===== config.mk =====
export PLATFORM = sky130hd
export DESIGN_NAME = restriction_sweep_ctrl
export DESIGN_NICKNAME = d
export VERILOG_FILES = /design/src/rtl/restriction_sweep_ctrl.sv
export SDC_FILE = /design/constraint.sdc
export NUM_CORES = 1
export LEC_CHECK = 0
export ABC_CLOCK_PERIOD_IN_PS = 4850
export CAP_MARGIN = 20
export CORE_MARGIN = 3
export CORE_UTILIZATION = 50
export DETAILED_ROUTE_END_ITERATION = 8
export PLACE_DENSITY = 0.76
export SYNTH_ARGS = -nofsm -noshare
export SYNTH_HDL_FRONTEND = slang
export SYNTH_SLANG_ARGS = --single-unit

===== constraint.sdc =====
create_clock -name clk -period 4.85 [get_ports clk]
set_clock_uncertainty 0.15 [all_clocks]
set_input_delay 0.485 -clock clk [delete_from_list [all_inputs] [get_ports clk]]
set_output_delay 0.485 -clock clk [all_outputs]
set_load 0.02 [all_outputs]

===== src/rtl/restriction_sweep_ctrl.sv =====
// Sweeps a 1-output function over every point of a masked input subspace and
// collects onset count, CRC-16 signature and first onset point per sweep.
//
// state   | meaning
// S_IDLE  | waiting for start; results of last sweep held
// S_RUN   | issuing one enumerated vector per cycle
// S_DRAIN | last vector issued, waiting LAT cycles for its f_i
// S_DONE  | one-cycle done pulse, results final
module restriction_sweep_ctrl #(
    parameter int N_IN = 14,
    parameter int LAT  = 0
) (
    input  logic            clk,
    input  logic            rst_n,
    input  logic            start,
    input  logic            abort,
    input  logic [N_IN-1:0] mask,
    input  logic [N_IN-1:0] fixed_val,
    output logic [N_IN-1:0] vec_o,
    input  logic            f_i,
    output logic            busy,
    output logic            done,
    output logic [N_IN:0]   onset_count,
    output logic [15:0]     signature,
    output logic [N_IN-1:0] first_one,
    output logic            first_one_valid
);

    typedef enum logic [1:0] {S_IDLE, S_RUN, S_DRAIN, S_DONE} state_t;

    localparam logic [N_IN-1:0] ONE = N_IN'(1);

    state_t          state;
    logic [N_IN-1:0] mask_l;
    logic [N_IN-1:0] fixed_l;
    logic [N_IN-1:0] cnt;
    logic [N_IN-1:0] cnt_next;
    logic [2:0]      drain_cnt;
    logic            flush;
    logic            al_valid;
    logic [N_IN-1:0] al_vec;
    logic            fb;

    // Forcing masked bits to 1 makes the carry ripple straight through them.
    assign cnt_next = ((cnt | mask_l) + ONE) & ~mask_l;
    assign flush    = abort && (state == S_RUN || state == S_DRAIN);
    assign fb       = signature[15] ^ f_i;

    generate
        if (LAT == 0) begin : g_nolat
            assign al_valid = (state == S_RUN);
            assign al_vec   = vec_o;
        end else begin : g_lat
            logic [LAT-1:0]  pv;
            logic [N_IN-1:0] pvec [LAT];

            always_ff @(posedge clk or negedge rst_n) begin
                if (!rst_n) begin
                    pv <= '0;
                    for (int i = 0; i < LAT; i++) pvec[i] <= '0;
                end else if (flush) begin
                    pv <= '0;
                end else begin
                    pv[0]   <= (state == S_RUN);
                    pvec[0] <= vec_o;
                    for (int i = 1; i < LAT; i++) begin
                        pv[i]   <= pv[i-1];
                        pvec[i] <= pvec[i-1];
                    end
                end
            end

            assign al_valid = pv[LAT-1];
            assign al_vec   = pvec[LAT-1];
        end
    endgenerate

    always_ff @(posedge clk or negedge rst_n) begin
        if (!rst_n) begin
            state           <= S_IDLE;
            mask_l          <= '0;
            fixed_l         <= '0;
            cnt             <= '0;
            drain_cnt       <= '0;
            vec_o           <= '0;
            busy            <= 1'b0;
            done            <= 1'b0;
            onset_count     <= '0;
            signature       <= 16'hFFFF;
            first_one       <= '0;
            first_one_valid <= 1'b0;
        end else begin
            done <= 1'b0;
            case (state)
                S_IDLE: begin
                    if (start && !abort) begin
                        state           <= S_RUN;
                        busy            <= 1'b1;
                        mask_l          <= mask;
                        fixed_l         <= fixed_val;
                        cnt             <= '0;
                        vec_o           <= fixed_val & mask;
                        onset_count     <= '0;
                        signature       <= 16'hFFFF;
                        first_one       <= '0;
                        first_one_valid <= 1'b0;
                    end
                end
                S_RUN: begin
                    if (abort) begin
                        state <= S_IDLE;
                        busy  <= 1'b0;
                    end else if (cnt_next == '0) begin
                        if (LAT > 0) begin
                            state     <= S_DRAIN;
                            drain_cnt <= 3'(LAT - 1);
                        end else begin
                            state <= S_DONE;
                            busy  <= 1'b0;
                            done  <= 1'b1;
                        end
                    end else begin
                        cnt   <= cnt_next;
                        vec_o <= cnt_next | (fixed_l & mask_l);
                    end
                end
                S_DRAIN: begin
                    if (abort) begin
                        state <= S_IDLE;
                        busy  <= 1'b0;
                    end else if (drain_cnt == 3'd0) begin
                        state <= S_DONE;
                        busy  <= 1'b0;
                        done  <= 1'b1;
                    end else begin
                        drain_cnt <= drain_cnt - 3'd1;
                    end
                end
                S_DONE: begin
                    state <= S_IDLE;
                end
                default: begin
                    state <= S_IDLE;
                    busy  <= 1'b0;
                end
            endcase

            if (al_valid && !flush) begin
                onset_count <= onset_count + {{N_IN{1'b0}}, f_i};
                signature   <= {signature[14:0], 1'b0} ^ (fb ? 16'h1021 : 16'h0000);
                if (f_i && !first_one_valid) begin
                    first_one       <= al_vec;
                    first_one_valid <= 1'b1;
                end
            end
        end
    end

endmodule


==> results of run 1 <==
registers in the layout, summed over array words and instances, names as in the netlist:
name             flops
mask_l              14
first_one           14
onset_count         15
busy                 1
done                 1
state                2
fixed_l             14
first_one_valid      1
signature           16
cnt                 14
vec_o               14
drain_cnt            3
per-layer routing:
layer	routed length, µm	GRT usage
met1	5520	0.286
met2	5610	0.344
met3	594	0.0225
met4	184	0.0640
met5	0	0
through the flow:
step / utilization / cells / worst slack (ns)
after floorplan: - / 499 / 1.73
after global placement: 0.633 / 709 / 1.13
after detailed placement: 0.633 / 709 / 1.04
after CTS: 0.655 / 725 / 1.00
after global routing: 0.655 / 725 / 0.781
final: 0.655 / 725 / 1.02
cell usage in the layout, fill, tap and decap left out, types with 5 or more instances in the layout:
cell type,netlist,final
o22a_1,15,15
o2bb2ai_1,6,6
dfstp_2,16,16
nand2b_1,6,6
nand2_1,85,85
inv_1,12,12
ha_1,10,10
clkdlybuf4s50_1,0,93
a22o_1,7,7
o211ai_1,5,5
nor2_1,23,23
xnor2_1,8,8
buf_4,0,6
a21oi_1,19,19
clkbuf_8,0,9
mux2i_1,14,14
nand3_1,12,12
nor2b_1,9,9
dfrtp_1,93,93
o21ai_0,43,43
mux2_4,10,10
nor3_1,7,7
mux2_2,30,30
logic make-up after synthesis:
kind of cell,Yosys count,share of synthesized area
buffers and inverters,34,0.0259
flip-flops,109,0.518
AND/OR/NAND/NOR,166,0.154
adder cells (fa/ha/maj),10,0.0236
XOR/XNOR,10,0.0165
AO/OA/AOI/OAI,116,0.143
multiplexers,54,0.118
synthesized netlist by cell type (2+ instances only):
cell type  count
a21o_1         4
a21oi_1       19
a22o_1         7
a31oi_1        3
and3_1         2
buf_1          2
buf_2          2
clkbuf_1      17
dfrtp_1       93
dfstp_2       16
ha_1          10
inv_1         12
mux2_2        30
mux2_4        10
mux2i_1       14
nand2_1       85
nand2b_1       6
nand3_1       12
nand4_1        2
nor2_1        23
nor2b_1        9
nor3_1         7
nor3b_1        2
nor4_4         3
nor4b_1        3
o211ai_1       5
o21ai_0       43
o21ai_1        2
o22a_1        15
o22ai_1        2
o2bb2ai_1      6
o31ai_1        2
or2_2          2
or3_1          4
xnor2_1        8
xor2_1         2
power by group:
part / internal (mW) / total (mW) / switching [mW]
Combinational: 0.873 / 1.86 / 0.990
Clock: 0.214 / 0.580 / 0.366
Sequential: 1.26 / 1.57 / 0.312
final cells by class:
class	instances	area (µm²)
repair buffers	99	976
clock buffers	9	124
clock inverters	7	93.8
flip-flops and latches	109	2750
well taps	133	166
fillers	824	3470
inverters	12	45.0
multi-input cells	356	2420
path summary, 6_finish.rpt:
check	from	end	slack, ns	cells after the start
max in group asynchronous	rst_n	cnt[13]	3.46	2
min reg2reg	drain_cnt[1]	drain_cnt[1]	0.35	2
max	mask_l[1]	vec_o[1]	1.02	9
min	rst_n	first_one[11]	0.04	1
max reg2reg	mask_l[1]	vec_o[1]	1.02	9
min in group clk	drain_cnt[1]	drain_cnt[1]	0.35	2
==> flow_metrics.py, run 1 <==
metrics = {
    "status": {
        "status": "complete, no violations",
    },
    "place": {
        "place_area_um2": 6360,
        "gp_congestion": 0.867,
        "dp_hpwl_mm": 8.73,
        "portBuffers": 94,
    },
    "sta": {
        "setup-tns-final_ns": 0,
        "maxSlewHeadroom": 0.430,
        "hold_viol_final": 0,
        "period_needed_ns": 3.83,
        "setup_violations": 0,
        "max_freq_mhz": 261,
        "finalMaxSlewViolations": 0,
        "worstMarginPinSlew_ns": 0.855,
        "rsz0062_at_grt": "false",
        "holdWs_ns": 0.0400,
        "finalCritPeriodShare": 0.791,
    },
    "global_route": {
        "globalRoute.totalOverflow": 0,
        "antenna_found_initial": 0,
        "grt_use_total": 0.207,
        "grt_pass1_vias": 3936,
        "grt_max_degree": 67,
        "grt_pass1_wl_mm": 19.4,
    },
    "min_path": {
        "hold_path.class": "in -> async",
    },
    "finish": {
        "antenna_cells": 0,
        "nNetsFinal": 630,
        "drive_above_1_share": 0.150,
        "syn_to_final_growth_pct": 24.0,
        "final_area_um2": 6580,
    },
    "logic_synthesis": {
        "synth_cells": 499,
        "yosys_most_used_dff": "dfrtp_1",
        "yosys_register_bits": 109,
        "synth_nets": 542,
        "synth_top_area_cell": "dfrtp_1",
        "synth_warnings": 0,
        "netlist_top_cells_area": "dfrtp_1, dfstp_2, mux2_2",
        "synth-edff-count": 0,
        "async_reset_ff_frac": 1.00,
        "ys_seq_area_frac": 0.518,
        "ys_types": 51,
        "syn_area_um2": 5300,
        "synth_top_area_frac": 0.439,
        "synth_area_per_cell_um2": 10.6,
    },
    "clock_tree": {
        "clockBufferDepth": 2,
        "post_cts_buffers": 0,
        "cts_root_buf": "clkbuf_8",
        "ctsResizeCount": 0,
        "numClockSinks": 109,
        "cts_buffers": 9,
        "ctsHtreeMaxLevel": 3,
        "clk_latency_ns": 0.39,
        "clk_pin_slew_ns": 0.13,
        "cts_tree": "built",
        "postCtsHoldBufs": 0,
    },
    "worst_setup_path": {
        "path_class": "reg -> reg",
        "path_cells": "or2_2, ha_1, xor2_1, a211oi_1, o21ai_0, or4_4, nor4_4, a21oi_2, mux2_4",
        "critPathBufInv": 0,
        "cp-end-kind": "flop",
        "slowest_stage": "nor4_4",
        "crit_family": "simple AND/OR/NAND/NOR gates",
        "worstPathMaxFanout": 15,
        "required_ns": 4.97,
        "cp_slowest_stage_delay_ns": 0.72,
        "worst_ep_arrival_time_ns": 3.95,
        "cp-start-kind": "flop",
    },
    "pwr": {
        "power_leakage_nw": 2.82,
        "ir_drop_v": 0.000278,
        "pwr_density_cell_nw_per_um2": 610,
        "totalPowerFinal_mw": 4.01,
    },
    "floorplan": {
        "pin_count": 95,
        "start_util": 0.528,
        "fp.dieW_um": 109,
        "fp-row-count": 36,
        "core-area_um2": 10000,
        "die_h_um": 109,
        "die_area_um2": 11900,
    },
    "detailed_routing": {
        "wl_per_cell_um": 16.4,
        "antenna_left": 0,
        "dr.pass1.iters": 4,
        "drt-vias-per-instance": 5.54,
        "drt_iter0_drc": 222,
        "drc": 0,
        "drt-total-wl_mm": 11.9,
        "vias": 4016,
    },
    "run": {
        "cap_violations": 0,
    },
}
Power figures use the tool's default switching activity.
==> inputs of run 2 (changes only) <==
Settings changed: ABC_CLOCK_PERIOD_IN_PS 4850 to 3700.
Clock period 4.85 ns to 3.7 ns, I/O delays scaled along.
==> flow_metrics.py, run 2 (synthesis results as in run 1) <==
metrics = {
    "sta": {
        "holdWs_ns": 0.342,
        "setup-tns-final_ns": 0,
        "setup_slack_ns": 0.251,
        "maxSlewHeadroom": 0.437,
        "hold_viol_final": 0,
        "finalMaxSlewViolations": 0,
        "finalCritPeriodShare": 0.932,
        "rsz0062_at_grt": "false",
        "max_freq_mhz": 290,
        "period_needed_ns": 3.45,
        "setup_violations": 0,
        "worstMarginPinSlew_ns": 0.844,
    },
    "worst_setup_path": {
        "slowest_stage": "or4_4",
        "cp-start-kind": "flop",
        "worstPathMaxFanout": 12,
        "cp-end-kind": "flop",
        "cp_slowest_stage_delay_ns": 0.56,
        "path_cells": "or2_2, ha_1, nor2b_1, a211oi_1, o21ai_0, or4_4, nor4_4, a21oi_2, mux2_4",
        "worst_ep_arrival_time_ns": 3.55,
        "required_ns": 3.80,
        "path_class": "reg -> reg",
    },
    "detailed_routing": {
        "highest_layer": "met4",
        "vias": 4037,
        "wl_met2_mm": 5.69,
        "wl_per_cell_um": 16.2,
        "drc": 0,
        "drt-total-wl_mm": 11.8,
        "antenna_left": 0,
        "route.met3.wl_um": 529,
        "drt-vias-per-instance": 5.53,
        "dr.pass1.iters": 5,
        "drt_iter0_drc": 210,
        "wl_met1_mm": 5.46,
    },
    "finish": {
        "largest_reg_flops": 16,
        "top_regs": "signature (16), onset_count (15)",
        "regMostFlops": "signature",
        "antenna_cells": 0,
        "nNetsFinal": 635,
        "fin_util": 0.658,
        "layout_common_cells": "dfrtp_1, clkdlybuf4s50_1, nand2_1",
        "drive_above_1_share": 0.156,
        "final_area_um2": 6610,
        "syn_to_final_growth_pct": 24.6,
    },
    "pwr": {
        "p_sw_mw": 2.13,
        "pwr_density_cell_nw_per_um2": 797,
        "ir_drop_v": 0.000370,
        "cellInternalPower_mw": 3.13,
        "pwr-share-seq": 0.391,
        "p_sw_frac": 0.405,
        "pwr-share-comb": 0.467,
        "clock_power_share": 0.142,
        "power_leakage_nw": 2.84,
    },
    "status": {
        "status": "complete, no violations",
    },
    "place": {
        "dp_slack_ns": 0.312,
        "dp_hpwl_mm": 8.78,
        "portBuffers": 94,
        "gp_congestion": 0.876,
        "place_area_um2": 6390,
    },
    "clock_tree": {
        "clockBufferDepth": 2,
        "clk_latency_ns": 0.37,
        "ctsResizeCount": 0,
        "numClockSinks": 109,
        "cts_buffers": 9,
        "ctsHtreeMaxLevel": 3,
        "post_cts_buffers": 0,
        "clk_pin_slew_ns": 0.11,
        "cts_tree": "built",
        "cts_root_buf": "clkbuf_8",
    },
    "floorplan": {
        "fp.dieW_um": 109,
        "die_area_um2": 11900,
        "core-area_um2": 10000,
        "die_h_um": 109,
        "start_util": 0.528,
        "pin_count": 95,
        "fp-row-count": 36,
    },
    "global_route": {
        "globalRoute.totalOverflow": 0,
        "grt_use_total": 0.208,
        "grt_pass1_wl_mm": 19.4,
        "grt_max_degree": 59,
        "grt_pass1_vias": 3826,
        "antenna_found_initial": 0,
    },
    "min_path": {
        "hold_path.class": "reg -> reg",
    },
    "run": {
        "cap_violations": 0,
    },
}
==> run 2: cell count changes in the layout (fill, tap and decap cells not counted), sizes merged <==
| cell | previous run | this run |
|---|---|---|
| buf | 6 | 10 |
| clkbuf | 9 | 11 |
| clkinv | 3 | 2 |
| dlygate4sd3 | 0 | 1 |
| inv | 16 | 15 |
==> run 2: power groups by stage <==
stage	Combinational [mW]	Sequential, mW	Clock [mW]
after floorplan	1.42	2.22	0
after global placement	2.40	2.05	0
after detailed placement	2.46	2.07	0
after CTS	2.47	2.05	0.766
after global routing	2.69	2.11	0.822
final	2.46	2.06	0.748
==> run 2: layout make-up <==
class,instances,area [µm²]
fill,786,3440
timing repair buffer,104,1020
inverter,12,45.0
clock buffer,11,163
multi-input combinational,356,2420
tap,133,166
sequential,109,2750
clock inverter,5,46.3
==> run 2: final timing paths <==
path | endpoint | start | slack [ns] | cells past startpoint
hold / removal | drain_cnt[0] | drain_cnt[0] | 0.34 | 1
max in group asynchronous | signature[0] | rst_n | 2.07 | 3
setup / recovery | vec_o[7] | mask_l[1] | 0.25 | 9
min in group asynchronous | onset_count[8] | rst_n | 0.42 | 2
hold reg to reg | drain_cnt[0] | drain_cnt[0] | 0.34 | 1
setup reg to reg | vec_o[7] | mask_l[1] | 0.25 | 9
==> run 2: stage by stage <==
stage / instances / total power [mW]
5_1_grt: 730 / 5.62
3_5_place_dp: 713 / 4.54
3_3_place_gp: 713 / 4.45
2_1_floorplan: 499 / 3.64
4_1_cts: 730 / 5.29
6_report: 730 / 5.27
==> run 2: per-layer routing <==
metal  GRT usage  vias to the layer above
li1            -                     1960
met2       0.339                      110
met1       0.294                     1958
met3      0.0237                        9
met4      0.0586                        0
met5           0                        -
==> run 2: timing repair <==
action                                 4_1_cts  5_1_grt
hold buffers                                 1        0
setup endpoints to repair                    0        0
endpoints found under the hold margin       56        0
==> run 2: worst max-delay path: cells and delay by family, from the launching register on <==
family / cells / cell delay [ns]
AND/OR/NAND/NOR: 4 / 1.46
AO/OA/AOI/OAI: 3 / 0.63
flip-flops: 1 / 0.44
multiplexers: 1 / 0.37
adder cells (fa/ha/maj): 1 / 0.28
==> inputs of run 3 (changes only) <==
Settings changed: CORE_MARGIN 3 to 2, SKIP_LAST_GASP set to 1.
==> flow_metrics.py, run 3 (synthesis results as in run 1) <==
metrics = {
    "status": {
        "status": "complete, no violations",
    },
    "global_route": {
        "globalRoute.totalOverflow": 0,
        "grt_pass1_wl_mm": 19.4,
        "grt_max_degree": 66,
        "grt_pass1_vias": 3875,
        "antenna_found_initial": 0,
        "grt_use_total": 0.212,
    },
    "worst_setup_path": {
        "slowest_stage": "or4_4",
        "worstPathMaxFanout": 12,
        "cp_slowest_stage_delay_ns": 0.56,
        "cp-end-kind": "flop",
        "path_cells": "nor2_4, inv_1, ha_1, xor2_1, a211oi_1, o21ai_0, or4_4, nor4_4, a21oi_2, mux2_4",
        "required_ns": 3.82,
        "path_class": "reg -> reg",
        "worst_ep_arrival_time_ns": 3.52,
        "cp-start-kind": "flop",
    },
    "clock_tree": {
        "cts_root_buf": "clkbuf_8",
        "ctsResizeCount": 0,
        "cts_buffers": 9,
        "clockBufferDepth": 2,
        "cts_tree": "built",
        "clk_latency_ns": 0.38,
        "numClockSinks": 109,
        "clk_pin_slew_ns": 0.11,
        "ctsHtreeMaxLevel": 3,
    },
    "detailed_routing": {
        "drc": 0,
        "wl_per_cell_um": 16.1,
        "dr.pass1.iters": 4,
        "antenna_left": 0,
        "drt-vias-per-instance": 5.56,
        "drt_iter0_drc": 207,
        "vias": 4073,
        "drt-total-wl_mm": 11.8,
    },
    "sta": {
        "maxSlewHeadroom": 0.441,
        "holdWs_ns": 0.342,
        "max_freq_mhz": 294,
        "finalMaxSlewViolations": 0,
        "hold_viol_final": 0,
        "setup_violations": 0,
        "period_needed_ns": 3.40,
        "rsz0062_at_grt": "false",
        "setup_slack_ns": 0.297,
        "worstMarginPinSlew_ns": 0.839,
        "finalCritPeriodShare": 0.920,
        "setup-tns-final_ns": 0,
    },
    "floorplan": {
        "fp-row-count": 37,
        "core-area_um2": 10300,
        "start_util": 0.514,
        "die_h_um": 107,
        "pin_count": 95,
        "die_area_um2": 11400,
        "fp.dieW_um": 107,
    },
    "pwr": {
        "totalPowerFinal_mw": 5.25,
        "pwr_density_cell_nw_per_um2": 796,
        "ir_drop_v": 0.000396,
        "power_leakage_nw": 2.83,
    },
    "place": {
        "dp_hpwl_mm": 8.59,
        "gp_congestion": 0.873,
        "portBuffers": 94,
        "dp_slack_ns": 0.331,
    },
    "finish": {
        "largest_reg_flops": 16,
        "antenna_cells": 0,
        "fin_util": 0.639,
        "nNetsFinal": 635,
        "syn_to_final_growth_pct": 24.4,
        "regArea_um2": 2750,
        "layout_common_cells": "dfrtp_1, clkdlybuf4s50_1, nand2_1",
        "nFillCells": 850,
        "top_regs": "signature (16), onset_count (15)",
        "regMostFlops": "signature",
        "drive_above_1_share": 0.156,
        "multi_input_area_um2": 2420,
    },
    "run": {
        "cap_violations": 0,
    },
    "min_path": {
        "hold_path.class": "reg -> reg",
    },
}
run 3: cell type report:
cell class,count,area share
sequential,109,0.416
multi-input combinational,356,0.367
timing repair buffer,104,0.154
tap,136,0.0258
clock buffer,9,0.0188
clock inverter,7,0.0112
inverter,12,0.00682
run 3: report_power, final:
| part | total [mW] | internal [mW] | switching, mW | leakage, nW |
|---|---|---|---|---|
| logic | 2.47 | 1.17 | 1.30 | 1.36 |
| clock network | 0.732 | 0.269 | 0.463 | 0.101 |
| registers | 2.05 | 1.65 | 0.401 | 1.37 |
| total | 5.25 | 3.09 | 2.17 | 2.83 |
run 3: repair_timing:
| item | in CTS | in global routing |
|---|---|---|
| setup buffers | 0 | 0 |
| endpoints found under the hold margin | 63 | 0 |
| hold buffers | 1 | 0 |
run 3: per-layer routing:
layer  vias to the layer above  GRT usage  part of all wire
li1                       1951          -                 -
met1                      1987      0.313              0.47
met2                       125      0.330              0.47
met3                        10     0.0231             0.048
met4                         0     0.0714             0.011
met5                         -          0                 0
run 3: worst max-delay path, delay by kind of cell, from the launching register on:
family / cells / cell delay, ns
compound gates: 3 / 0.64
buf+inv: 1 / 0.08
mux: 1 / 0.37
flops: 1 / 0.42
xor+xnor: 1 / 0.18
simple gates: 3 / 1.19
fa+ha+maj: 1 / 0.26
run 3: worst paths after layout:
path | start | endpoint | slack (ns) | cells past startpoint
max | cnt[0] | vec_o[0] | 0.30 | 10
min | drain_cnt[1] | drain_cnt[1] | 0.34 | 2
max reg2reg | cnt[0] | vec_o[0] | 0.30 | 10
min reg2reg | drain_cnt[1] | drain_cnt[1] | 0.34 | 2
max in group asynchronous | rst_n | signature[0] | 2.04 | 3
min in group asynchronous | rst_n | onset_count[6] | 0.47 | 2
run 3: through the flow:
step | std cells | cell area [µm²]
floorplan | 499 | 5300
global placement | 716 | 6390
detailed placement | 716 | 6390
CTS | 733 | 6600
global route | 733 | 6600
finish | 733 | 6600
